==> src/rtl/cpu_pkg.sv <==
// cpu_pkg: shared widths and types for the fetch stage.
//   ROM_AW / INSTR_W / PC_W : instruction ROM word-address width, instruction width, PC width
//   fetch_state_t           : fetch FSM state encoding
//   fetch_entry_t           : one queued fetch result (byte PC + instruction word)
//   word_align()            : clears the byte-offset bits of an address
package cpu_pkg;

    localparam int ROM_AW  = 6;
    localparam int INSTR_W = 32;
    localparam int PC_W    = 32;

    typedef enum logic [1:0] {
        PRIME = 2'd0,
        RUN   = 2'd1,
        IDLE  = 2'd2
    } fetch_state_t;

    typedef struct packed {
        logic [PC_W-1:0]    pc;
        logic [INSTR_W-1:0] instr;
    } fetch_entry_t;

    function automatic logic [PC_W-1:0] word_align(input logic [PC_W-1:0] addr);
        return addr & ~PC_W'(3);
    endfunction

endpackage

==> src/rtl/fetch_queue.sv <==
// fetch_queue: two-entry FIFO holding fetched (pc, instr) pairs for decode.
//   clk, rst  : clock, asynchronous active-high reset
//   flush     : synchronous clear; wins over push and pop in the same cycle
//   push      : write wdata at the tail (ignored when full without a pop)
//   pop       : advance the head (ignored when empty)
//   wdata     : entry to write
//   head      : entry at the head, held while no pop occurs
//   count     : number of valid entries
//   full      : both entries valid
//   empty     : no valid entry
module fetch_queue
    import cpu_pkg::*;
#(
    parameter  int DEPTH = 2,
    localparam int CW    = $clog2(DEPTH + 1)
) (
    input  logic          clk,
    input  logic          rst,
    input  logic          flush,
    input  logic          push,
    input  logic          pop,
    input  fetch_entry_t  wdata,
    output fetch_entry_t  head,
    output logic [CW-1:0] count,
    output logic          full,
    output logic          empty
);

    fetch_entry_t ent0_q;
    fetch_entry_t ent1_q;
    logic         vld0_q;
    logic         vld1_q;
    logic         do_pop;

    assign do_pop = pop && vld0_q;

    // Entry 0 is always the head; entry 1 shifts down on a pop so the head
    // register only changes when decode consumes it.
    always_ff @(posedge clk or posedge rst) begin
        if (rst) begin
            ent0_q <= '0;
            ent1_q <= '0;
            vld0_q <= 1'b0;
            vld1_q <= 1'b0;
        end else if (flush) begin
            vld0_q <= 1'b0;
            vld1_q <= 1'b0;
        end else begin
            case ({push, do_pop})
                2'b10: begin
                    if (!vld0_q) begin
                        ent0_q <= wdata;
                        vld0_q <= 1'b1;
                    end else if (!vld1_q) begin
                        ent1_q <= wdata;
                        vld1_q <= 1'b1;
                    end
                end
                2'b01: begin
                    // Keep the old head data when nothing shifts in, so the
                    // outputs never show the unused second slot.
                    if (vld1_q) begin
                        ent0_q <= ent1_q;
                    end
                    vld0_q <= vld1_q;
                    vld1_q <= 1'b0;
                end
                2'b11: begin
                    if (vld1_q) begin
                        ent0_q <= ent1_q;
                        ent1_q <= wdata;
                    end else begin
                        ent0_q <= wdata;
                    end
                end
                default: begin
                end
            endcase
        end
    end

    assign head  = ent0_q;
    assign count = CW'(vld0_q) + CW'(vld1_q);
    assign full  = vld1_q;
    assign empty = !vld0_q;

endmodule

==> src/rtl/fetch_unit.sv <==
// fetch_unit: instruction fetch stage. Owns the PC, addresses the 64x32
// instruction ROM (ROM samples rom_addr on the falling edge of clk) and
// queues returned words with their PC for decode.
//   clk, rst        : clock, asynchronous active-high reset
//   fetch_en        : fetch permitted
//   redirect_valid  : single-cycle redirect from execute
//   redirect_pc     : redirect target byte address (low two bits ignored)
//   rom_addr        : ROM word address, pc_q[7:2] straight from the register
//   rom_data        : ROM output word for the address sampled last falling edge
//   out_valid/ready : decode handshake on the queue head
//   out_instr       : instruction at the queue head
//   out_pc          : byte address of out_instr
//
// state | meaning
// PRIME | ROM output not trusted yet; discard one cycle, then RUN or IDLE
// RUN   | capture rom_data into the queue whenever there is room
// IDLE  | fetch disabled; PC held, returns through PRIME
module fetch_unit
    import cpu_pkg::*;
#(
    parameter logic [PC_W-1:0] RESET_PC = 32'h0000_0000,
    parameter int              QDEPTH   = 2
) (
    input  logic               clk,
    input  logic               rst,
    input  logic               fetch_en,
    input  logic               redirect_valid,
    input  logic [PC_W-1:0]    redirect_pc,
    output logic [ROM_AW-1:0]  rom_addr,
    input  logic [INSTR_W-1:0] rom_data,
    output logic               out_valid,
    input  logic               out_ready,
    output logic [INSTR_W-1:0] out_instr,
    output logic [PC_W-1:0]    out_pc
);

    localparam logic [PC_W-1:0] RESET_PC_ALIGNED = word_align(RESET_PC);
    localparam int              QCW              = $clog2(QDEPTH + 1);

    fetch_state_t    state_q;
    logic [PC_W-1:0] pc_q;

    logic            push;
    logic            pop;
    logic            q_full;
    logic            q_empty;
    logic [QCW-1:0]  q_count;
    fetch_entry_t    q_head;
    fetch_entry_t    q_wdata;
    logic            unused_q_count;

    assign pop       = out_valid && out_ready;
    // A redirect discards whatever the ROM returned this cycle.
    assign push      = (state_q == RUN) && !redirect_valid && (!q_full || pop);
    assign q_wdata   = '{pc: pc_q, instr: rom_data};

    always_ff @(posedge clk or posedge rst) begin
        if (rst) begin
            state_q <= PRIME;
            pc_q    <= RESET_PC_ALIGNED;
        end else if (redirect_valid) begin
            // The ROM reads the target on the coming falling edge, so RUN can
            // capture it directly without another discard cycle.
            pc_q    <= word_align(redirect_pc);
            state_q <= fetch_en ? RUN : IDLE;
        end else begin
            if (push) begin
                pc_q <= pc_q + PC_W'(4);
            end
            case (state_q)
                PRIME:   state_q <= fetch_en ? RUN : IDLE;
                RUN:     if (!fetch_en) state_q <= IDLE;
                IDLE:    if (fetch_en) state_q <= PRIME;
                default: state_q <= PRIME;
            endcase
        end
    end

    // Word address aliases every 256 bytes by design.
    assign rom_addr = pc_q[ROM_AW+1:2];

    fetch_queue #(
        .DEPTH (QDEPTH)
    ) u_queue (
        .clk   (clk),
        .rst   (rst),
        .flush (redirect_valid),
        .push  (push),
        .pop   (pop),
        .wdata (q_wdata),
        .head  (q_head),
        .count (q_count),
        .full  (q_full),
        .empty (q_empty)
    );

    assign unused_q_count = ^q_count;

    assign out_valid = !q_empty;
    assign out_instr = q_head.instr;
    assign out_pc    = q_head.pc;

endmodule

==> config.mk <==
export PLATFORM = sky130hd
export DESIGN_NAME = fetch_unit
export DESIGN_NICKNAME = d
export VERILOG_FILES = /design/src/rtl/cpu_pkg.sv /design/src/rtl/fetch_queue.sv /design/src/rtl/fetch_unit.sv
export SDC_FILE = /design/constraint.sdc
export NUM_CORES = 1
export LEC_CHECK = 0
export CAP_MARGIN = 20
export CORE_ASPECT_RATIO = 1.75
export CORE_UTILIZATION = 52
export DETAILED_ROUTE_END_ITERATION = 8
export GPL_TIMING_DRIVEN = 0
export PLACE_DENSITY = 0.85
export SETUP_SLACK_MARGIN = 0.15
export SYNTH_ARGS = -nofsm -noshare
export SYNTH_HDL_FRONTEND = slang
export SYNTH_SLANG_ARGS = --single-unit
==> constraint.sdc <==
create_clock -name clk -period 5.72 [get_ports clk]
set_clock_uncertainty 0.05 [all_clocks]
set_input_delay 0.858 -clock clk [delete_from_list [all_inputs] [get_ports clk]]
set_output_delay 0.858 -clock clk [all_outputs]
set_load 0.005 [all_outputs]
; ---- Word level (Yosys, flattened, before mapping)
; Index checks and enable logic that the tools add are counted.
[totals]
ff_bits = 164
output_inout_bits = 71
wordCells = 57
[op_classes]
add_sub_neg = 1
eq_ne = 12
muxes = 19
bitwise_logic = 1
n_reduce_logical = 16
[ops]
columns = cell, count
row1 = $mux 64, 5
row2 = $pmux 64 s3, 1
row3 = $pmux 64 s2, 1
row4 = $mux 32, 2
row5 = $add 32x3->32 const B, 1
row6 = $mux 2, 4
row7 = $reduce_and 4->1, 2
row8 = $eq 2x2->1 const B, 3
row9 = $ne 2x1->1 const B, 3
row10 = $ne 3x3->1 const B, 2
row11 = $pmux 2 s3, 1
row12 = $reduce_bool 3->1, 2
row13 = $eq 2x1->1 const B, 2
row14 = $logic_and 1x1->1, 4
row15 = $pmux 1 s2, 2
row16 = $reduce_and 2->1, 2
row17 = $reduce_bool 2->1, 2
row18 = $mux 1, 3
row19 = $ne 3x2->1 const B, 1
row20 = $logic_not 1->1, 2
row21 = $logic_not 2->1, 1
row22 = $ne 2x2->1 const B, 1
row23 = $logic_or 1x1->1, 1
row24 = $not 1->1, 1

; ---- Depth between registers and ports, before layout
; Gate-level depths: netlist of the first run.
[depth]
depth_word = 6
ltp_mapped = 7
depth_no_buf = 6

; ---- By module
; Synthesis of the first run repeated with hierarchy kept, for this count alone.
[hier_totals]
hier_cells = 737
hier_area_um2 = 7972.6
[by_module_without_submodules]
columns = mod, instances, cells_each, area_each_um2, seq_area_each_um2
row1 = fetch_queue, 1, 533, 6127.1, 3253.1
row2 = fetch_unit, 1, 204, 1845.5, 800.8

; ---- Worst setup path before layout of the first run
; No wires, ideal clock.
[synth_path]
path_kind = input to register
startpoint = input redirect_valid
endpoint = register u_queue.ent1_q[0] (netlist name)
setup_ps = 125
t_arrival_ps = 2051
required_time_ps = 5545
slack_ps = 3494
cell_stages = 6
n_path_buf = 2
cell_sequence = or3b_4 -> nor2_1 -> nand2_1 -> buf_6 -> buf_6 -> mux2_4
[synth_via]
elab_chain_len = 6
word_cells_on_any_way = 11
[synth_rtl]
columns = element, line
row1 = from (decl), fetch_unit.sv:27  ; input logic redirect_valid,
row2 = $logic_not 1->1, fetch_unit.sv:54  ; assign push = (state_q == RUN) && !redirect_valid && (!q_full || pop);
row3 = $logic_and 1x1->1 (2 in a row), fetch_unit.sv:54
row4 = $eq 2x2->1, fetch_queue.sv:49  ; case ({push, do_pop})
row5 = $ne 2x1->1 (no line) / $reduce_bool 2->1 (equally long branches), -
row6 = $reduce_and 4->1 (no line), -
row7 = to (signal assigned), fetch_queue.sv:55  ; ent1_q <= wdata;
row8 = to (signal assigned), fetch_queue.sv:71  ; ent1_q <= wdata;
row9 = to (decl), fetch_queue.sv:30  ; fetch_entry_t ent1_q;
; Several ways; a longest one is shown, not always the timed one.
; A chain may end at the register's enable or synchronous reset.

; ---- Final worst setup path of the first run
[layout_path]
startpoint = input out_ready
endpoint = register u_queue.ent0_q (netlist bit u_queue.head[50])
[layout_via]
elab_chain_len = 6
word_cells_on_any_way = 12
[layout_rtl]
columns = element, line
row1 = from (decl), fetch_unit.sv:32  ; input logic out_ready,
row2 = $logic_and 1x1->1 *, fetch_unit.sv:52  ; assign pop = out_valid && out_ready;
row3 = $logic_or 1x1->1, fetch_unit.sv:54
row4 = $logic_and 1x1->1, fetch_unit.sv:54
row5 = $eq 2x1->1 / $eq 2x2->1 (equally long branches), fetch_queue.sv:49
row6 = $ne 2x1->1 (no line) (tied with other cells), -
row7 = $reduce_and 4->1 (no line), -
row8 = to (signal assigned), fetch_queue.sv:52  ; ent0_q <= wdata;
row9 = to (signal assigned), fetch_queue.sv:63  ; ent0_q <= ent1_q;
row10 = to (signal assigned), fetch_queue.sv:70  ; ent0_q <= ent1_q;
row11 = to (decl), fetch_queue.sv:29  ; fetch_entry_t ent0_q;
; Every way passes the cells marked *; elsewhere a longest branch is shown, timed or not.

==> results of run 1 <==
[state kept, by name, summed over array words and instances (netlist names)]
signal and flops:
u_queue.full 1, u_queue.ent1_q 64, u_queue.head 64, u_queue.vld0_q 1
pc_q 30, state_q 2
[final cells by class]
| cell class | instances | area (sq um) |
|---|---|---|
| Timing Repair Buffer | 138 | 1400 |
| Inverter | 6 | 27.5 |
| Sequential cell | 162 | 4050 |
| Clock inverter | 12 | 205 |
| Clock buffer | 19 | 443 |
| Tap cell | 177 | 221 |
| Multi-Input combinational cell | 422 | 3120 |
| Fill cell | 1007 | 4180 |
| Buffer | 42 | 255 |
[through the flow]
step / utilization, % / TNS [ps] / hold WS, ps
final: 69.9 / 0 / 444
after global routing: 69.9 / 0 / 454
after CTS: 69.9 / 0 / 447
after detailed placement: 65.3 / 0 / 431
after global placement: 65.0 / -222730 / 415
after floorplan: - / 0 / 400
[cell usage after synthesis, types with 2 or more instances]
library cell  number
mux2_2            17
mux2i_1           62
o21ai_0           20
nand3_1           13
nor4_1             2
dfrtp_1          162
and2_1             4
clkbuf_1           5
mux2_4            46
a21oi_1           65
nor2_1            69
buf_2             24
buf_6              6
nor3_1             3
o211ai_1           2
nand4_1           14
inv_1              5
nor4_4             2
o21ai_1            9
nand2_1           43
a31oi_1            2
xnor2_1            5
buf_4              6
and3_1             3
xor2_1            21
[metal layers]
layer,wire length (microns),share of wire [%],track usage (%)
met2,10200,55,46.8
met1,6970,38,29.9
met5,0,0,0
met4,682,3.7,12.9
met3,661,3.6,4.59
[cells by family after synthesis]
| family | after synthesis |
|---|---|
| multiplexers | 125 |
| adder cells (fa/ha/maj) | 1 |
| buffers and inverters | 48 |
| XOR/XNOR | 26 |
| flip-flops | 162 |
| AO/OA/AOI/OAI | 105 |
| AND/OR/NAND/NOR | 165 |
[worst paths after layout]
path	to
min in group asynchronous	u_queue.head[16]$_DFFE_PP0P_
setup / recovery	u_queue.head[50]$_DFFE_PP0P_
hold / removal	u_queue.ent1_q[33]$_DFFE_PP0P_
max in group asynchronous	pc_q[14]$_DFFE_PP0P_
setup reg to reg	pc_q[29]$_DFFE_PP0P_
hold reg to reg	u_queue.ent1_q[33]$_DFFE_PP0P_
[power by group through the flow]
| stage | combinational, W | clock, W | sequential, W |
|---|---|---|---|
| after global routing | 0.000722 | 0.00132 | 0.00151 |
| after CTS | 0.000674 | 0.00127 | 0.00149 |
| final | 0.000665 | 0.00125 | 0.00149 |
| after floorplan | 0.000301 | 0 | 0.00148 |
| after global placement | 0.000638 | 0 | 0.00149 |
| after detailed placement | 0.000665 | 0 | 0.00150 |
==> results_dict.tcl, run 1 <==
set metrics [dict create \
    outcome "completed" \
    h-tree-depth 4 \
    die_area_sq_um 14800 \
    pin_count 140 \
    path_cells "clkdlybuf4s50_1, o311a_1, buf_2, buf_2, mux2i_1, a21oi_1" \
    clk_latency_ps 420 \
    synth_edf_count 0 \
    r2r_cells 5 \
    grt_max_degree 89 \
    clk_pin_slew_ps 60 \
    drv_slew 0 \
    r2r-start "pc_q[6]$_DFFE_PP0P_" \
    rrSetupSlack_ps 3600 \
    grt-ovfl-total 0 \
    yosys.area_share.simple_pct 11.0 \
    synth_xor_area_share_pct 3.06 \
    syn_to_final_growth_pct 30.5 \
    p_sw_w 0.000863 \
    synth_area_sq_um 7450 \
    syn_inst 632 \
    tightest_slew_ps 682 \
    final_common_cell "dfrtp_1" \
    hold_viol 0 \
    grt_pass1_vias 5946 \
    grt_pass1_wl_microns 29900 \
    seqPwrFrac_pct 43.8 \
    finalWorstSetupSlack_ps 3150 \
    firstDrtPassIters 5 \
    ir_worst_vdd_v 0.000200 \
    ys_warn_count 0 \
    combPwrFrac_pct 19.5 \
    synth.area.mux_share_pct 20.2 \
    path_class "primary input to flip-flop" \
    clk_root_buffer_cell "clkbuf_16" \
    synth_cell_types 47 \
    cp_num_buf_inv 3 \
    post-route-period-util_pct 44.9 \
    cts-buffers-inserted 17 \
    drive_gt1_share_pct 17.9 \
    critPathLaunchType "primary input" \
    drc 0 \
    timing.fmax_mhz 390 \
    fin_cells 978 \
    dieHeight_microns 160 \
    viasPerCell 5.61 \
    antenna_found_initial 0 \
    ctsHoldBuffers 0 \
    path_common_cell "buf_2" \
    synthAdderAreaFrac_pct 0.168 \
    routabilityCongestion 0.894 \
    cts.repair.resized 0 \
    synth_nets 702 \
    p_total_w 0.00341 \
    grtUsageTotal_pct 26.3 \
    dp_slack_ps 2730 \
    hold_depth 1 \
    intPower_w 0.00254 \
    ys_seq_area_share_pct 54.4 \
    clk_path_buf_depth 2 \
    setup_viol 0 \
    hpwl_microns 13000 \
    p_sw_share_pct 25.3 \
    dp.cells 947 \
    worstPathRequired_ps 5960 \
    detail_route.wl_per_cell_microns 18.9 \
    hp-start "u_queue.ent1_q[33]$_DFFE_PP0P_" \
    coreArea_sq_um 13900 \
    cp.arrival_ps 2810 \
    cp_top_family "buffers and inverters" \
    cp_max_fo 10 \
    async_flop_share_pct 100 \
    synth_compound_area_share_pct 7.49 \
    std_cell_rows 57 \
    slowest_delay_ps 610 \
    crit_path_end_kind "flip-flop" \
    layout.nets 859 \
    ys_seq_elements 162 \
    crit_start "out_ready" \
    hold_class "flip-flop to flip-flop" \
    cts_setup_buffers 0 \
    leakage_nw 4.26 \
    cts_num_sinks 162 \
    synth_top_area_share_pct 54.4 \
    via_count 5484 \
    max_cap_viol_count 0 \
    finalWirelength_microns 18500 \
    synth_top_family_by_area "multiplexers" \
    final_cell_mix "dfrtp_1, clkdlybuf4s50_1, nor2_1, a21oi_1, mux2i_1" \
    netlist.top_cell.by_area "dfrtp_1" \
    postLayoutCellArea_sq_um 9720 \
    rsz0062_at_grt "no" \
    slowest_stage "clkdlybuf4s50_1" \
    power_frac_clock_pct 36.7 \
    power_per_cell_area_nw_per_um2 350 \
    drtIter0Drc 234 \
    dpl_cell_area_sq_um 9080 \
    period_needed_ps 2570 \
    initial_core_util_pct 53.6 \
    syn_area_per_cell_sq_um 11.8 \
    synth_ff_type "dfrtp_1" \
    diodes 0 \
    ant_nets 0 \
    max_slew_margin_pct 54.6 \
    die_w_microns 92.5 \
    numPortBuffers 137 \
    cts_tree "yes" \
    critical_path_depth 6 \
    netlist_top_cells_area "dfrtp_1, mux2_4, mux2i_1" \
]
No activity file was read; power rests on OpenSTA's default activity.
==> run 2: changes to the inputs <==
CORE_UTILIZATION = 47   (was 52)
PLACE_DENSITY = 0.81   (was 0.85)
clock period = 2.1 ns   (was 5.72 ns; I/O delays follow)
==> results_dict.tcl, run 2 (synthesis gave the netlist of run 1 again) <==
set metrics [dict create \
    cp_max_fo 6 \
    multiInputGateArea_sq_um 3190 \
    path_class "flip-flop to flip-flop" \
    die_area_sq_um 16400 \
    seqCellArea_sq_um 4060 \
    path_cells "nand4_1, buf_4, nor4_4, nand4_1, xnor2_1, mux2_2" \
    fill_cells 1152 \
    post-route-period-util_pct 91.6 \
    cts_tree "yes" \
    cp_top_family "simple AND/OR/NAND/NOR gates" \
    hold_class "primary input to asynchronous set/reset pin" \
    slowest_stage "dfrtp_1" \
    hpwl_microns 12400 \
    power_per_cell_area_nw_per_um2 900 \
    tns_ps 0 \
    via_count 5540 \
    grt_pass1_vias 5811 \
    max_slew_margin_pct 60.6 \
    leakage_nw 4.36 \
    outcome "completed" \
    ir_worst_vdd_v 0.000487 \
    crit_path_end_kind "flip-flop" \
    dp_slack_ps -283 \
    grt_pass1_wl_microns 29500 \
    worstPathRequired_ps 2360 \
    grt-ovfl-total 0 \
    finalWirelength_microns 18000 \
    cts-buffers-inserted 17 \
    detail_route.wl_per_cell_microns 17.9 \
    antenna_found_initial 0 \
    cts_num_sinks 162 \
    syn_to_final_growth_pct 34.7 \
    final_core_util_pct 64.9 \
    drive_gt1_share_pct 21.7 \
    routabilityCongestion 0.811 \
    clk_path_buf_depth 2 \
    die_w_microns 97.2 \
    hold_viol 0 \
    dieHeight_microns 169 \
    numPortBuffers 137 \
    rsz0062_at_grt "yes" \
    diodes 0 \
    clk_root_buffer_cell "clkbuf_16" \
    finalWorstSetupSlack_ps 176 \
    coreArea_sq_um 15500 \
    firstDrtPassIters 4 \
    ant_nets 0 \
    viasPerCell 5.49 \
    cp.arrival_ps 2180 \
    hold-worst-slack_ps 210 \
    period_needed_ps 1920 \
    grt_max_degree 42 \
    initial_core_util_pct 48.2 \
    drc 0 \
    drtIter0Drc 241 \
    pin_count 140 \
    std_cell_rows 60 \
    final_common_cell "dfrtp_1" \
    h-tree-depth 4 \
    path_common_cell "nand4_1" \
    clk_pin_slew_ps 70 \
    critPathLaunchType "flip-flop" \
    final_cell_mix "dfrtp_1, clkdlybuf4s50_1, nor2_1, a21oi_1, mux2i_1" \
    drv_slew 0 \
    layout.nets 880 \
    max_cap_viol_count 0 \
    rrSetupSlack_ps 180 \
    slowest_delay_ps 460 \
    tightest_slew_ps 589 \
    grtUsageTotal_pct 23.0 \
    timing.fmax_mhz 520 \
    clk_latency_ps 430 \
    setup_viol 0 \
    cp_num_buf_inv 1 \
]
-- run 2: cell types whose count changed in the layout (fill, tap and decap cells not counted), sizes merged --
cell      previous run  this run
buf                 38        53
bufinv               5         2
clkbuf              24        31
clkinv               4         3
inv                  7         8
clkinvlp             2         5
-- run 2: path summary, 6_finish.rpt --
path                                           startpoint                              to  cells after the start
min                                                   rst    u_queue.head[39]$_DFFE_PP0P_                      2
max reg2reg                          pc_q[13]$_DFFE_PP0P_            pc_q[29]$_DFFE_PP0P_                      6
max in group asynchronous                             rst    u_queue.head[56]$_DFFE_PP0P_                      5
min reg2reg                u_queue.ent1_q[41]$_DFFE_PP0P_  u_queue.ent1_q[41]$_DFFE_PP0P_                      2
max                                  pc_q[13]$_DFFE_PP0P_            pc_q[29]$_DFFE_PP0P_                      6
min in group clk                          redirect_pc[18]            pc_q[18]$_DFFE_PP0P_                      3
-- run 2: layer usage --
metal / share of wire [%] / global-route usage, %
met3: 3.6 / 4.62
met2: 54 / 40.8
met5: 0 / 0
met1: 39 / 26.6
met4: 3.5 / 10.9
-- run 2: cell type report --
| class | instances | area share [%] |
|---|---|---|
| buffer | 42 | 3.28 |
| tap | 186 | 2.32 |
| sequential | 162 | 40.5 |
| timing repair buffer | 159 | 15.8 |
| clock inverter | 12 | 1.43 |
| clock buffer | 20 | 4.55 |
| multi-input combinational | 422 | 31.8 |
| inverter | 6 | 0.299 |
-- run 2: through the flow --
step	cell area (sq um)	std cells	power, W
5_1_grt	10000	1009	0.00946
6_report	10000	1009	0.00903
3_3_place_gp	9060	955	0.00580
2_1_floorplan	7450	632	0.00485
4_1_cts	9830	995	0.00906
3_5_place_dp	9140	959	0.00588
-- run 2: report_power, final --
| group | switching, W | internal [W] |
|---|---|---|
| Clock | 0.00131 | 0.00184 |
| Combinational | 0.000679 | 0.00117 |
| Sequential | 0.000371 | 0.00366 |
-- run 2: worst reg2reg max path: stages (launching register included) --
cell and delay [ps]:
dfrtp_1 460, nand4_1 130, buf_4 170, nor4_4 340
nand4_1 200, xnor2_1 190, mux2_2 270
-- run 2: timing repair --
action                     CTS  global route
resized for setup           23            30
hold buffers                 0             0
setup endpoints to repair   73           119
gates cloned                 1             1
setup buffers                3            13
pin swaps                    2             3
==> run 3: changes to the inputs <==
CORE_UTILIZATION = 55   (was 47)
DONT_BUFFER_PORTS = 1   (was unset)
PLACE_DENSITY = 0.78   (was 0.81)
==> results_dict.tcl, run 3 (synthesis gave the netlist of run 1 again) <==
set metrics [dict create \
    std_cell_rows 55 \
    power_per_cell_area_nw_per_um2 904 \
    grt_pass1_wl_microns 29500 \
    drive_gt1_share_pct 23.8 \
    grtUsageTotal_pct 26.8 \
    drtIter0Drc 239 \
    hold_viol 0 \
    path_cells "buf_2, nand4_1, buf_4, nor4_4, nand4_1, xnor2_1, mux2_2" \
    hold_end "pc_q[27]$_DFFE_PP0P_" \
    detail_route.wl_per_cell_microns 19.9 \
    cts_tree "yes" \
    path_common_cell "nand4_1" \
    h-tree-depth 4 \
    tightest_slew_ps 595 \
    layout.nets 806 \
    max_slew_margin_pct 60.4 \
    clk_latency_ps 410 \
    die_w_microns 90.0 \
    setup_viol 0 \
    hpwl_microns 12000 \
    ant_nets 0 \
    r2r_cells 7 \
    timing.fmax_mhz 524 \
    worstPathRequired_ps 2350 \
    hold_class "primary input to flip-flop" \
    grt_pass1_vias 5859 \
    syn_to_final_growth_pct 23.9 \
    max_cap_viol_count 0 \
    final_common_cell "dfrtp_1" \
    coreArea_sq_um 13100 \
    path_class "flip-flop to flip-flop" \
    pin_count 140 \
    via_count 5342 \
    ir_worst_vdd_v 0.000565 \
    viasPerCell 5.81 \
    outcome "completed" \
    power_frac_clock_pct 36.7 \
    cts_num_sinks 162 \
    rsz0062_at_grt "yes" \
    post-route-period-util_pct 90.9 \
    final_cell_mix "dfrtp_1, nor2_1, a21oi_1, mux2i_1, dlygate4sd3_1" \
    period_needed_ps 1910 \
    firstDrtPassIters 5 \
    antenna_found_initial 0 \
    combPwrFrac_pct 13.9 \
    r2r-start "pc_q[16]$_DFFE_PP0P_" \
    worstReg2RegEnd "pc_q[29]$_DFFE_PP0P_" \
    die_area_sq_um 14000 \
    cts-buffers-inserted 17 \
    grt-ovfl-total 0 \
    finalWirelength_microns 18300 \
    p_sw_w 0.00228 \
    fin_cells 920 \
    hp-start "redirect_pc[27]" \
    slowest_delay_ps 380 \
    clk_path_buf_depth 2 \
    dp.cells 807 \
    grt_max_degree 43 \
    cp_max_fo 9 \
    hold_depth 2 \
    critPathLaunchType "flip-flop" \
    hold-worst-slack_ps 14.9 \
    clk_root_buffer_cell "clkbuf_16" \
    initial_core_util_pct 57.0 \
    drc 0 \
    intPower_w 0.00606 \
    cp.arrival_ps 2160 \
    rrSetupSlack_ps 190 \
    numPortBuffers 0 \
    clk_pin_slew_ps 70 \
    diodes 0 \
    drv_slew 0 \
    seqPwrFrac_pct 49.4 \
    p_sw_share_pct 27.4 \
    slowest_stage "nor4_4" \
    routabilityCongestion 0.853 \
    dieHeight_microns 156 \
    leakage_nw 4.08 \
    crit_path_end_kind "flip-flop" \
]
run 3: area by class of cell:
class                   instances  area, sq um
flip-flops and latches        162         4060
fillers                       903         3840
multi-input cells             422         3160
repair buffers                 85          855
clock buffers                  17          425
plain buffers                  42          335
well taps                     171          214
clock inverters                15          155
inverters                       6         26.3
run 3: worst max-delay path by stage:
stage / startpoint / to / slack (ps) / cells after the start
CTS: pc_q[16]$_DFFE_PP0P_ / pc_q[29]$_DFFE_PP0P_ / 80 / 6
global placement: rst / u_queue.head[54]$_DFFE_PP0P_ / -1020 / 1
floorplan: rst / pc_q[10]$_DFFE_PP0P_ / -320 / 1
global route: pc_q[16]$_DFFE_PP0P_ / pc_q[29]$_DFFE_PP0P_ / 120 / 7
finish: pc_q[16]$_DFFE_PP0P_ / pc_q[29]$_DFFE_PP0P_ / 190 / 7
detailed placement: pc_q[6]$_DFFE_PP0P_ / pc_q[29]$_DFFE_PP0P_ / -9 / 5
run 3: stage by stage:
step | power [W] | setup TNS (ps) | worst slack [ps] | util [%] | cell area [sq um]
after floorplan | 0.00485 | -52130 | -322 | - | 7450
after global placement | 0.00507 | -161590 | -1020 | 58.7 | 7670
after detailed placement | 0.00518 | -8.91 | -8.91 | 59.3 | 7750
after CTS | 0.00835 | 0 | 82.6 | 68.8 | 9000
after global routing | 0.00872 | 0 | 117 | 70.6 | 9230
final | 0.00835 | 0 | 192 | 70.6 | 9230
run 3: power by group through the flow:
stage                     combinational [W]  clock, W  sequential (W)
after global placement             0.000933         0         0.00414
final                               0.00116   0.00306         0.00412
after floorplan                    0.000819         0         0.00403
after detailed placement            0.00101         0         0.00417
after global routing                0.00130   0.00324         0.00418
after CTS                           0.00112   0.00311         0.00412
run 3: per-layer routing:
| layer | vias to the layer above | global-route usage, % | wire length, microns |
|---|---|---|---|
| li1 | 2398 | - | - |
| met1 | 2684 | 30.3 | 6850 |
| met2 | 216 | 48.1 | 9900 |
| met3 | 44 | 6.38 | 1020 |
| met4 | 0 | 11.4 | 532 |
| met5 | - | 0 | 0 |
run 3: worst max-delay path, delay by kind of cell, from the launching register on:
kind	cells	cell delay, ps
AND/OR/NAND/NOR	3	650
multiplexers	1	260
flip-flops	1	330
XOR/XNOR	1	140
buffers and inverters	2	370
run 3: what timing repair did:
| item | 4_1_cts | 5_1_grt |
|---|---|---|
| cloned | 1 | 2 |
| hold buffers | 58 | 1 |
| pin swaps | 2 | 3 |
| resized for setup | 20 | 25 |
| endpoints found under the hold margin | 78 | 1 |
| endpoints found under the setup margin | 76 | 119 |
| setup buffers | 5 | 14 |
